$ cat src/rtl/mtm_pkg.sv
// -----------------------------------------------------------------------------
// mtm_pkg
// Shared definitions for the matrix-transpose unit (mtm_unit):
//   - default element width and matrix dimension
//   - rotation direction and readout state encodings
//   - total_width(): width of one packed row (elements * lanes)
// -----------------------------------------------------------------------------
package mtm_pkg;

    localparam int MTM_DATA_WIDTH = 8;
    localparam int MTM_NUM_PE     = 4;

    typedef enum logic {
        ROT_LEFT  = 1'b0,
        ROT_RIGHT = 1'b1
    } rot_dir_e;

    typedef enum logic {
        RD_IDLE  = 1'b0,
        RD_DRAIN = 1'b1
    } rd_state_e;

    function automatic int total_width(input int data_width, input int num_pe);
        return data_width * num_pe;
    endfunction

endpackage

$ cat src/rtl/mtm_rotator.sv
// -----------------------------------------------------------------------------
// mtm_rotator
// Combinational barrel rotator over a WIDTH-bit vector.
//   DIR = ROT_LEFT  : bit n moves to bit (n + amount) mod WIDTH
//   DIR = ROT_RIGHT : bit n moves to bit (n - amount) mod WIDTH
// Ports:
//   data    in   WIDTH            vector to rotate
//   amount  in   $clog2(WIDTH)    rotation distance in bits
//   rotated out  WIDTH            rotated vector
// -----------------------------------------------------------------------------
module mtm_rotator
    import mtm_pkg::*;
#(
    parameter int       WIDTH = 32,
    parameter rot_dir_e DIR   = ROT_LEFT
) (
    input  logic [WIDTH-1:0]         data,
    input  logic [$clog2(WIDTH)-1:0] amount,
    output logic [WIDTH-1:0]         rotated
);

    // A shift by WIDTH yields zero, so amount == 0 degenerates cleanly to data.
    generate
        if (DIR == ROT_LEFT) begin : g_left
            assign rotated = (data << amount) | (data >> (WIDTH - int'(amount)));
        end else begin : g_right
            assign rotated = (data >> amount) | (data << (WIDTH - int'(amount)));
        end
    endgenerate

endmodule

$ cat src/rtl/mtm_unit.sv
// -----------------------------------------------------------------------------
// mtm_unit
// Streaming NUM_PE x NUM_PE matrix transpose. Rows enter one per accepted
// cycle; once a full matrix has been written, its columns stream out as rows
// on the following NUM_PE cycles. Two storage buffers alternate so a new
// matrix can be written while the previous one drains.
//
// Skewed storage: row i is rotated left by i lanes before being written, so
// every bank holds exactly one element of each row and each column. Readout
// of column j reads bank b at address (b-j) mod NUM_PE and undoes the skew
// with a right rotation by j lanes. NUM_PE must be a power of two (2..16) so
// the lane/address arithmetic wraps naturally.
//
// Ports:
//   clk         in   1                      rising-edge clock
//   rst         in   1                      asynchronous active-low reset
//   val         in   1                      input_row carries a valid row
//   input_row   in   [0:NUM_PE-1] x DW      lane k = column k of the row
//   out_val     out  1                      output_row carries a column
//   output_row  out  [0:NUM_PE-1] x DW      lane i = element of source row i
// -----------------------------------------------------------------------------
module mtm_unit
    import mtm_pkg::*;
#(
    parameter int DATA_WIDTH = MTM_DATA_WIDTH,
    parameter int NUM_PE     = MTM_NUM_PE
) (
    input  logic                  clk,
    input  logic                  rst,
    input  logic                  val,
    input  logic [DATA_WIDTH-1:0] input_row  [0:NUM_PE-1],
    output logic                  out_val,
    output logic [DATA_WIDTH-1:0] output_row [0:NUM_PE-1]
);

    localparam int TOTAL_WIDTH = total_width(DATA_WIDTH, NUM_PE);
    localparam int AMT_W       = $clog2(TOTAL_WIDTH);
    localparam int IDX_W       = $clog2(NUM_PE);

    logic [TOTAL_WIDTH-1:0] in_shift_input;
    logic [TOTAL_WIDTH-1:0] in_shift_output;
    logic [TOTAL_WIDTH-1:0] out_shift_input;
    logic [TOTAL_WIDTH-1:0] out_shift_output;
    logic [AMT_W-1:0]       in_shift_amt;
    logic [AMT_W-1:0]       out_shift_amt;

    // Control state
    logic [IDX_W-1:0] row_idx;
    logic             wr_sel;
    rd_state_e        rd_state;
    logic [IDX_W-1:0] rd_idx;
    logic             rd_sel;

    logic row_last;
    logic rd_active;

    // Storage: [buffer][bank][address]; contents are never reset.
    logic [DATA_WIDTH-1:0] mem [0:1][0:NUM_PE-1][0:NUM_PE-1];

    logic [IDX_W-1:0] rd_addr [0:NUM_PE-1];

    // Output stage
    logic                  vld_p1;
    logic [DATA_WIDTH-1:0] out_row_p1 [0:NUM_PE-1];

    assign row_last  = (row_idx == IDX_W'(NUM_PE - 1));
    assign rd_active = (rd_state == RD_DRAIN);

    // ---- Input side: pack, skew by row index ----
    genvar k;
    generate
        for (k = 0; k < NUM_PE; k++) begin : g_in_pack
            assign in_shift_input[k*DATA_WIDTH +: DATA_WIDTH] = input_row[k];
        end
    endgenerate

    assign in_shift_amt = AMT_W'(row_idx) * AMT_W'(DATA_WIDTH);

    mtm_rotator #(
        .WIDTH (TOTAL_WIDTH),
        .DIR   (ROT_LEFT)
    ) u_in_rot (
        .data    (in_shift_input),
        .amount  (in_shift_amt),
        .rotated (in_shift_output)
    );

    // ---- Storage write: bank b takes lane b at address row_idx ----
    always_ff @(posedge clk) begin
        if (val) begin
            for (int b = 0; b < NUM_PE; b++) begin
                mem[wr_sel][b][row_idx] <= in_shift_output[b*DATA_WIDTH +: DATA_WIDTH];
            end
        end
    end

    // Row counting, buffer flip and readout sequencing. A matrix can complete
    // no sooner than NUM_PE edges after the previous one, i.e. exactly when the
    // previous readout issues its last row, so one queued buffer is enough.
    always_ff @(posedge clk or negedge rst) begin
        if (!rst) begin
            row_idx  <= '0;
            wr_sel   <= 1'b0;
            rd_state <= RD_IDLE;
            rd_idx   <= '0;
            rd_sel   <= 1'b0;
        end else begin
            if (val) begin
                row_idx <= row_idx + 1'b1;
                if (row_last) begin
                    wr_sel <= ~wr_sel;
                end
            end

            if (val && row_last) begin
                rd_state <= RD_DRAIN;
                rd_idx   <= '0;
                rd_sel   <= wr_sel;
            end else if (rd_active) begin
                rd_idx <= rd_idx + 1'b1;
                if (rd_idx == IDX_W'(NUM_PE - 1)) begin
                    rd_state <= RD_IDLE;
                end
            end
        end
    end

    // ---- Output side: skewed bank read, de-skew by column index ----
    genvar b;
    generate
        for (b = 0; b < NUM_PE; b++) begin : g_rd
            assign rd_addr[b] = IDX_W'(b) - rd_idx;
            assign out_shift_input[b*DATA_WIDTH +: DATA_WIDTH] = mem[rd_sel][b][rd_addr[b]];
        end
    endgenerate

    assign out_shift_amt = AMT_W'(rd_idx) * AMT_W'(DATA_WIDTH);

    mtm_rotator #(
        .WIDTH (TOTAL_WIDTH),
        .DIR   (ROT_RIGHT)
    ) u_out_rot (
        .data    (out_shift_input),
        .amount  (out_shift_amt),
        .rotated (out_shift_output)
    );

    // ---- p1: registered output, forced to zero when not valid ----
    always_ff @(posedge clk or negedge rst) begin
        if (!rst) begin
            vld_p1     <= 1'b0;
            out_row_p1 <= '{default: '0};
        end else begin
            vld_p1 <= rd_active;
            for (int i = 0; i < NUM_PE; i++) begin
                out_row_p1[i] <= rd_active ? out_shift_output[i*DATA_WIDTH +: DATA_WIDTH]
                                           : '0;
            end
        end
    end

    assign out_val    = vld_p1;
    assign output_row = out_row_p1;

endmodule

$ cat config.mk
export PLATFORM = sky130hd
export DESIGN_NAME = mtm_unit
export DESIGN_NICKNAME = d
export VERILOG_FILES = /design/src/rtl/mtm_pkg.sv /design/src/rtl/mtm_rotator.sv /design/src/rtl/mtm_unit.sv
export SDC_FILE = /design/constraint.sdc
export NUM_CORES = 1
export LEC_CHECK = 0
export BUFFER_PORTS_ARGS = -buffer_cell sky130_fd_sc_hd__buf_2
export CAP_MARGIN = 20
export CORE_MARGIN = 2
export CORE_UTILIZATION = 50
export DETAILED_ROUTE_END_ITERATION = 8
export PLACE_DENSITY_LB_ADDON = 0.2
export SLEW_MARGIN = 20
export SYNTH_ARGS = -nofsm -noshare
export SYNTH_HDL_FRONTEND = slang
export SYNTH_SLANG_ARGS = --single-unit
$ cat constraint.sdc
create_clock -name clk -period 5.6 [get_ports clk]
set_input_delay 0.84 -clock clk [delete_from_list [all_inputs] [get_ports clk]]
set_output_delay 0.84 -clock clk [all_outputs]
set_load 0.02 [all_outputs]
==> results.sh, run 1 <==
export IMPL_status="finished, final reports clean"
export IMPL_syn_area_mm2=0.01288
export IMPL_cp_arrival_ns=3.55
export IMPL_synth_cell_types=50
export IMPL_grt_setup_unrepaired="no"
export IMPL_drt_pass1_iterations=8
export IMPL_synth_top_area_share_pct=59.69
export IMPL_period_minus_slack_ns=3.292
export IMPL_crit_fanout=15
export IMPL_tightest_slew_ns=1.129
export IMPL_layout_common_cells="256 x edfxtp_1, 92 x mux2i_1, 67 x buf_2"
export IMPL_crit_path_end_kind="flip-flop"
export IMPL_startpoint_type="flip-flop"
export IMPL_drtAntennaViolNets=0
export IMPL_ff2ff_setup_slack_ns=2.31
export IMPL_synthTopCellsByArea="edfxtp_1 60%, dfrtp_1 7.8%, mux2i_1 7.1%, mux4_2 3.5%, mux2_2 2.9%"
export IMPL_p_leak_uw=0.005051
export IMPL_clockBufferDepth=3
export IMPL_postCtsSetupRepairBufs=0
export IMPL_die_w_um=164.5
export IMPL_grt_ovfl_total=0
export IMPL_ios=68
export IMPL_final_nets=952
export IMPL_critPathCapture="mem[1][85]"
export IMPL_hp_class="in2async"
export IMPL_reg2reg_depth=6
export IMPL_htree_num_levels=1
export IMPL_finalHoldViolCount=0
export IMPL_slew_headroom_pct=24.70
export IMPL_die_h_um=164.5
export IMPL_port_buffers=67
export IMPL_synth_cells=852
export IMPL_cts_root_buf="clkbuf_16"
export IMPL_yosysWarnings=0
export IMPL_cts_sinks=296
export IMPL_syn_to_final_growth_pct=11.75
export IMPL_cts_tree="done"
export IMPL_r2r_end="mem[1][85]"
export IMPL_die_area_mm2=0.02706
export IMPL_cp_required_ns=5.86
export IMPL_fillers=2004
export IMPL_crit_type="reg2reg"
export IMPL_n_antenna_cell=0
export IMPL_grt_max_degree=55
export IMPL_grt_pass1_vias=7589
export IMPL_grt_usage_pct=25.17
export IMPL_cts_hold_buf=0
export IMPL_via_per_inst=6.261
export IMPL_post_route_period_util_pct=58.79
export IMPL_finClkSkew_ns=0.02046
export IMPL_clk_insertion_delay_late_ns=0.57
export IMPL_final_util_pct=56.99
export IMPL_layout_commonest_cell="edfxtp_1"
export IMPL_drt_iter0_drc=1019
export IMPL_synth_nets=893
export IMPL_clock_fmax_mhz=303.8
export IMPL_setup_viol=0
export IMPL_avgSynthCellArea_um2=15.12
export IMPL_initial_core_util_pct=51.00
export IMPL_cts_resized_gates=0
export IMPL_gp_congestion=0.8796
export IMPL_maxCapViolCount=0
export IMPL_place_hpwl_um=21440
export IMPL_ys_seq_area_share_pct=67.46
export IMPL_grt_pass1_wl_um=49220
export IMPL_routedWlPerCell_um=26.55
export IMPL_totalWireLength_um=33560
export IMPL_drv_slew=0
export IMPL_fin_setup_tns_ns=0
export IMPL_reg2reg_from="row_idx[1]"
export IMPL_via_count=7914
export IMPL_coreArea_mm2=0.02525
export IMPL_antenna_found_initial=0
export IMPL_cts_made_buffers=30
export IMPL_crit_start="row_idx[1]"
export IMPL_path_clk_slew_ns=0.06
export IMPL_yosysTopAreaCell="edfxtp_1"
export IMPL_ys_seq_elements=296
export IMPL_row_count=58
export IMPL_ir_drop_uv=390.8
export IMPL_p_per_area_mw_per_mm2=648.3
export IMPL_post_route_drc_count=0
export IMPL_drive_above_1_share_pct=20.77
==> area by class of cell <==
type / instances / area, µm² / area share (%)
Multi-Input combinational cell: 491 / 3826 / 26.58
Clock buffer: 40 / 819.5 / 5.694
Inverter: 8 / 30.03 / 0.2086
Tap cell: 330 / 412.9 / 2.869
Clock inverter: 15 / 123.9 / 0.8606
Sequential cell: 296 / 8692 / 60.39
Timing Repair Buffer: 84 / 488.0 / 3.390
==> routing by layer <==
layer / track usage [%] / vias to the layer above / part of all wire (%)
li1: - / 3451 / -
met2: 36.31 / 498 / 43
met3: 4.997 / 54 / 11
met1: 39.28 / 3911 / 44
met5: 0 / - / 0
met4: 6.403 / 0 / 2.0
==> where the power goes <==
part	total (µW)	switching (µW)	internal, µW
registers	3590	222	3370
clock network	1920	807	1110
logic	3820	2600	1220
total	9330	3630	5700
==> worst min-delay path by stage <==
stage	startpoint	end	slack (ns)	cells past startpoint
final	rst	output_row[17]	0.25	1
after global routing	rst	output_row[18]	0.26	1
after CTS	rst	output_row[17]	0.24	1
after detailed placement	mem[0][38]	output_row[6]	0.66	3
after global placement	mem[1][39]	output_row[7]	0.66	3
after floorplan	rd_active	out_val	0.35	0
==> critical path, stage by stage, from the launching register on <==
cell	delay, ns
dfrtp_1	0.35
clkinv_1	0.32
ha_1	0.63
nor2_1	0.64
buf_4	0.33
a22oi_1	0.09
a21oi_1	0.62
==> state kept, by name (all words and copies together), names as in the netlist <==
signal / count
wr_sel: 1
output_row: 32
rd_sel: 1
row_idx: 2
out_val: 1
rd_active: 1
mem: 256
rd_idx: 2
==> cells in the mapped netlist (all sizes together) <==
master     n
a211oi    16
a21o       2
a21oi     33
a221oi    17
a22o       8
a22oi     17
a311oi     1
a31oi      8
and2       4
and3       4
buf       30
clkbuf    27
clkinv     1
dfrtp     40
edfxtp   256
ha         6
inv        7
mux2      34
mux2i     92
mux4      21
nand2     37
nand2b    14
nand3      1
nor2      70
nor2b      3
nor3      12
o211ai     3
o21a       4
o21ai     33
o221ai     8
o22ai     20
o2bb2ai    8
o311a      1
o31a       2
o31ai      2
or2        5
or3        2
xnor2      2
xor2       1
==> kinds of logic (layout without fill, tap and decap cells) <==
| group | count (synthesis) | after routing | share of synthesized area, % |
|---|---|---|---|
| buf+inv | 65 | 147 | 3.109 |
| compound gates | 183 | 183 | 9.559 |
| flops | 296 | 296 | 67.46 |
| xor+xnor | 3 | 3 | 0.2040 |
| simple gates | 152 | 152 | 5.265 |
| fa+ha+maj | 6 | 6 | 0.5828 |
| mux | 147 | 147 | 13.82 |
==> per-stage QoR <==
stage | power (µW) | setup WS [ns] | std cells | cell area, µm² | hold slack, ns
3_3_place_gp | 7310 | 2.458 | 1208 | 13430 | 0.6594
5_1_grt | 9728 | 2.150 | 1264 | 14390 | 0.2601
4_1_cts | 9272 | 2.418 | 1264 | 14390 | 0.2400
2_1_floorplan | 6196 | 2.289 | 852 | 12880 | 0.3519
3_5_place_dp | 7366 | 2.457 | 1209 | 13450 | 0.6569
6_report | 9331 | 2.308 | 1264 | 14390 | 0.2467
Power figures use the tool's default switching activity.
==> run 2, diff against run 1 <==
clock period = 3.2 ns   (was 5.6 ns; I/O delays follow)
==> results.sh, run 2 (synthesized netlist as in run 1, its figures left out) <==
export IMPL_status="finished, final reports clean"
export IMPL_grt_setup_unrepaired="no"
export IMPL_period_minus_slack_ns=2.470
export IMPL_finalHoldViolCount=0
export IMPL_pwr_share_seq_pct=36.7
export IMPL_syn_to_final_growth_pct=13.83
export IMPL_tightest_slew_ns=1.053
export IMPL_die_h_um=164.5
export IMPL_via_count=8064
export IMPL_routedWlPerCell_um=26.30
export IMPL_final_seq_area_mm2=0.008692
export IMPL_p_sw_uw=6454
export IMPL_startpoint_type="flip-flop"
export IMPL_grt_pass1_vias=7746
export IMPL_crit_path_end_kind="flip-flop"
export IMPL_hp_class="in2async"
export IMPL_drive_above_1_share_pct=22.85
export IMPL_post_route_drc_count=0
export IMPL_cts_tree="done"
export IMPL_port_buffers=67
export IMPL_layout_common_cells="256 x edfxtp_1, 92 x mux2i_1, 67 x buf_2"
export IMPL_die_w_um=164.5
export IMPL_post_route_period_util_pct=77.19
export IMPL_cts_root_buf="clkbuf_16"
export IMPL_largest_register_ffs=256
export IMPL_path_clk_slew_ns=0.06
export IMPL_ff2ff_setup_slack_ns=0.73
export IMPL_multi_input_area_mm2=0.003826
export IMPL_clk_insertion_delay_late_ns=0.55
export IMPL_ios=68
export IMPL_drv_slew=0
export IMPL_layout_commonest_cell="edfxtp_1"
export IMPL_initial_core_util_pct=51.00
export IMPL_n_antenna_cell=0
export IMPL_top_register="mem"
export IMPL_reg2reg_from="row_idx[1]"
export IMPL_r2r_end="mem[0][68]"
export IMPL_clockBufferDepth=3
export IMPL_antenna_found_initial=0
export IMPL_postCtsSetupRepairBufs=0
export IMPL_maxCapViolCount=0
export IMPL_die_area_mm2=0.02706
export IMPL_cp_arrival_ns=2.70
export IMPL_cts_resized_gates=0
export IMPL_drtAntennaViolNets=0
export IMPL_htree_num_levels=1
export IMPL_crit_fanout=8
export IMPL_p_per_area_mw_per_mm2=1148
export IMPL_drt_pass1_iterations=5
export IMPL_pwr_share_comb_pct=42.2
export IMPL_cts_hold_buf=0
export IMPL_whs_ns=0.04029
export IMPL_grt_pass1_wl_um=50200
export IMPL_p_sw_share_pct=38.36
export IMPL_grt_max_degree=51
export IMPL_finClkSkew_ns=0.01211
export IMPL_cts_sinks=296
export IMPL_fin_setup_tns_ns=0
export IMPL_clock_fmax_mhz=404.8
export IMPL_crit_start="row_idx[1]"
export IMPL_grt_ovfl_total=0
export IMPL_p_leak_uw=0.005204
export IMPL_cp_required_ns=3.43
export IMPL_ir_drop_uv=742.1
export IMPL_drt_iter0_drc=910
export IMPL_row_count=58
export IMPL_place_hpwl_um=20960
export IMPL_crit_type="reg2reg"
export IMPL_via_per_inst=6.280
export IMPL_final_nets=971
export IMPL_gp_congestion=0.8981
export IMPL_pwr_share_clk_pct=21.1
export IMPL_critPathCapture="mem[0][68]"
export IMPL_reg2reg_depth=7
export IMPL_grt_usage_pct=25.50
export IMPL_coreArea_mm2=0.02525
export IMPL_setup_viol=0
export IMPL_cts_made_buffers=31
export IMPL_fillers=2017
export IMPL_p_int_uw=10370
export IMPL_totalWireLength_um=33770
export IMPL_slew_headroom_pct=29.48
==> run 2: final cells by class <==
class	count	share of cell area, %
Clock inverter	9	0.6656
Tap cell	330	2.816
Timing Repair Buffer	102	4.591
Clock buffer	48	6.341
Inverter	8	0.2048
Sequential cell	296	59.28
Multi-Input combinational cell	491	26.10
==> run 2: worst min path at each step <==
stage | from | to | slack [ns] | cells past startpoint
after floorplan | rst | out_val | 0.18 | 0
after global placement | mem[1][33] | output_row[1] | 0.60 | 3
after detailed placement | mem[1][33] | output_row[1] | 0.59 | 3
after CTS | rst | output_row[19] | 0.06 | 1
after global routing | rst | output_row[0] | 0.09 | 1
final | rst | output_row[19] | 0.04 | 1
==> run 2: layer usage <==
metal	vias to the layer above	track usage (%)	wire length [µm]
met2	434	37.60	15020
met5	-	0	0
li1	3492	-	-
met4	0	6.324	677
met1	4091	39.73	14950
met3	47	4.169	3124
==> run 2: through the flow <==
step	util, %	worst slack [ns]	cells	power, µW	instance area [µm²]
after global placement	53.99	0.8322	1227	13110	13630
after floorplan	-	0.1811	852	10840	12880
after detailed placement	53.99	0.7354	1227	13230	13630
final	58.06	0.7299	1284	16820	14660
after global routing	58.06	0.5889	1284	17590	14660
after CTS	58.06	0.7077	1284	16770	14660
==> run 2: power by group through the flow <==
stage               sequential, µW  combinational [µW]  clock, µW
global placement              6210                6890          0
detailed placement            6240                6980          0
CTS                           6170                7010       3590
global route                  6240                7580       3780
finish                        6170                7100       3560
floorplan                     6290                4550          0
==> run 2: critical path: stages, from the launching register on <==
cell      delay, ns
dfrtp_1        0.35
clkinv_1       0.08
ha_1           0.46
buf_4          0.22
mux2i_1        0.11
o21ai_0        0.18
nor2_1         0.06
a21oi_1        0.68
==> run 3, diff against run 2 <==
clock period = 2.5 ns   (was 3.2 ns; I/O delays follow)
==> results.sh, run 3 (synthesized netlist as in run 1, its figures left out) <==
export IMPL_cp_slowest_cell="a21oi_1"
export IMPL_finalHoldViolCount=0
export IMPL_fin_setup_tns_ns=0
export IMPL_postCtsSetupRepairBufs=0
export IMPL_top_register="mem"
export IMPL_post_route_period_util_pct=93.71
export IMPL_cts_root_buf="clkbuf_16"
export IMPL_ir_drop_uv=793.2
export IMPL_port_buffers=67
export IMPL_reg2reg_depth=6
export IMPL_via_count=7924
export IMPL_largest_register_ffs=256
export IMPL_clk_insertion_delay_late_ns=0.54
export IMPL_place_hpwl_um=21320
export IMPL_cp_arrival_ns=2.56
export IMPL_min_delay_path_depth=2
export IMPL_cp_cell_sequence="clkinv_2, ha_1, nor2_1, buf_4, a22oi_1, a21oi_1"
export IMPL_coreArea_mm2=0.02525
export IMPL_path_clk_slew_ns=0.06
export IMPL_grt_max_degree=51
export IMPL_crit_path_end_kind="flip-flop"
export IMPL_finClkSkew_ns=0.009749
export IMPL_cts_tree="done"
export IMPL_gp_congestion=0.8820
export IMPL_startpoint_type="flip-flop"
export IMPL_p_per_area_mw_per_mm2=1456
export IMPL_final_nets=986
export IMPL_post_route_drc_count=0
export IMPL_layout_commonest_cell="edfxtp_1"
export IMPL_grt_pass1_wl_um=48510
export IMPL_drive_above_1_share_pct=24.77
export IMPL_maxCapViolCount=0
export IMPL_worst_slack_ns=0.1573
export IMPL_drt_pass1_iterations=5
export IMPL_ff2ff_setup_slack_ns=0.16
export IMPL_htree_num_levels=1
export IMPL_reg2reg_from="row_idx[1]"
export IMPL_min_from="val"
export IMPL_crit_type="reg2reg"
export IMPL_period_minus_slack_ns=2.343
export IMPL_via_per_inst=6.100
export IMPL_totalWireLength_um=32600
export IMPL_drv_slew=0
export IMPL_n_antenna_cell=0
export IMPL_initial_core_util_pct=51.00
export IMPL_grt_usage_pct=24.39
export IMPL_pre_cts_ws_ns=0.1619
export IMPL_final_seq_area_mm2=0.008692
export IMPL_whs_ns=0.2040
export IMPL_grt_ovfl_total=0
export IMPL_grt_setup_unrepaired="no"
export IMPL_row_count=58
export IMPL_routedWlPerCell_um=25.09
export IMPL_clock_fmax_mhz=426.9
export IMPL_fillers=1928
export IMPL_setup_viol=0
export IMPL_clockBufferDepth=3
export IMPL_layout_common_cells="256 x edfxtp_1, 92 x mux2i_1, 67 x buf_2"
export IMPL_drtAntennaViolNets=0
export IMPL_final_util_pct=58.73
export IMPL_r2r_end="mem[0][79]"
export IMPL_p_leak_uw=0.005267
export IMPL_drt_iter0_drc=833
export IMPL_syn_to_final_growth_pct=15.15
export IMPL_cts_made_buffers=30
export IMPL_die_h_um=164.5
export IMPL_tightest_slew_ns=0.8542
export IMPL_max_stage_delay_ns=0.69
export IMPL_ios=68
export IMPL_cp_required_ns=2.72
export IMPL_antenna_found_initial=0
export IMPL_die_w_um=164.5
export IMPL_multi_input_area_mm2=0.003884
export IMPL_grt_pass1_vias=7712
export IMPL_slew_headroom_pct=43.05
export IMPL_min_to="row_idx[0]"
export IMPL_die_area_mm2=0.02706
export IMPL_cts_sinks=296
export IMPL_crit_fanout=12
export IMPL_hp_class="in2reg"
export IMPL_status="finished, final reports clean"
[run 3: worst max-delay path: cells and delay by family, from the launching register on]
family | cells | cell delay [ns]
adder cells (fa/ha/maj) | 1 | 0.42
buffers and inverters | 2 | 0.27
AND/OR/NAND/NOR | 1 | 0.19
flip-flops | 1 | 0.36
AO/OA/AOI/OAI | 2 | 0.77
[run 3: area by class of cell]
cell class / count / area share (%)
repair buffers: 118 / 5.644
inverters: 8 / 0.2109
clock buffers: 50 / 6.184
multi-input cells: 491 / 26.19
clock inverters: 6 / 0.3881
flip-flops and latches: 296 / 58.60
well taps: 330 / 2.784
[run 3: how the worst max path moves through the flow]
stage	endpoint	slack, ns	from	depth (start not counted)
6_report	mem[0][79]	0.16	row_idx[1]	6
3_3_place_gp	mem[1][85]	0.20	row_idx[1]	7
4_1_cts	mem[0][93]	0.13	row_idx[1]	7
2_1_floorplan	mem[0][64]	0.0005	row_idx[0]	9
5_1_grt	mem[0][79]	0.005	row_idx[1]	6
3_5_place_dp	mem[1][85]	0.16	row_idx[1]	7
[run 3: per-layer routing]
metal / vias to the layer above / share of wire [%] / GRT usage (%)
met5: - / 0 / 0
met4: 0 / 2.3 / 7.115
met3: 52 / 9.7 / 4.771
met2: 419 / 44 / 35.68
met1: 3928 / 44 / 37.29
li1: 3525 / - / -
[run 3: what timing repair did]
item,4_1_cts,5_1_grt
hold buffers,1,0
setup endpoints to repair,0,11
hold endpoints to repair,17,0
resized for setup,0,3
[run 3: through the flow]
| step | cells | power, µW | instance area, µm² |
|---|---|---|---|
| 2_1_floorplan | 852 | 13980 | 12950 |
| 3_3_place_gp | 1242 | 17070 | 13840 |
| 3_5_place_dp | 1242 | 17200 | 13840 |
| 4_1_cts | 1299 | 21550 | 14820 |
| 5_1_grt | 1299 | 22580 | 14830 |
| 6_report | 1299 | 21600 | 14830 |
[run 3: power by group]
part	switching [µW]	internal, µW
Clock	1770	2590
Sequential	343	7530
Combinational	6120	3240
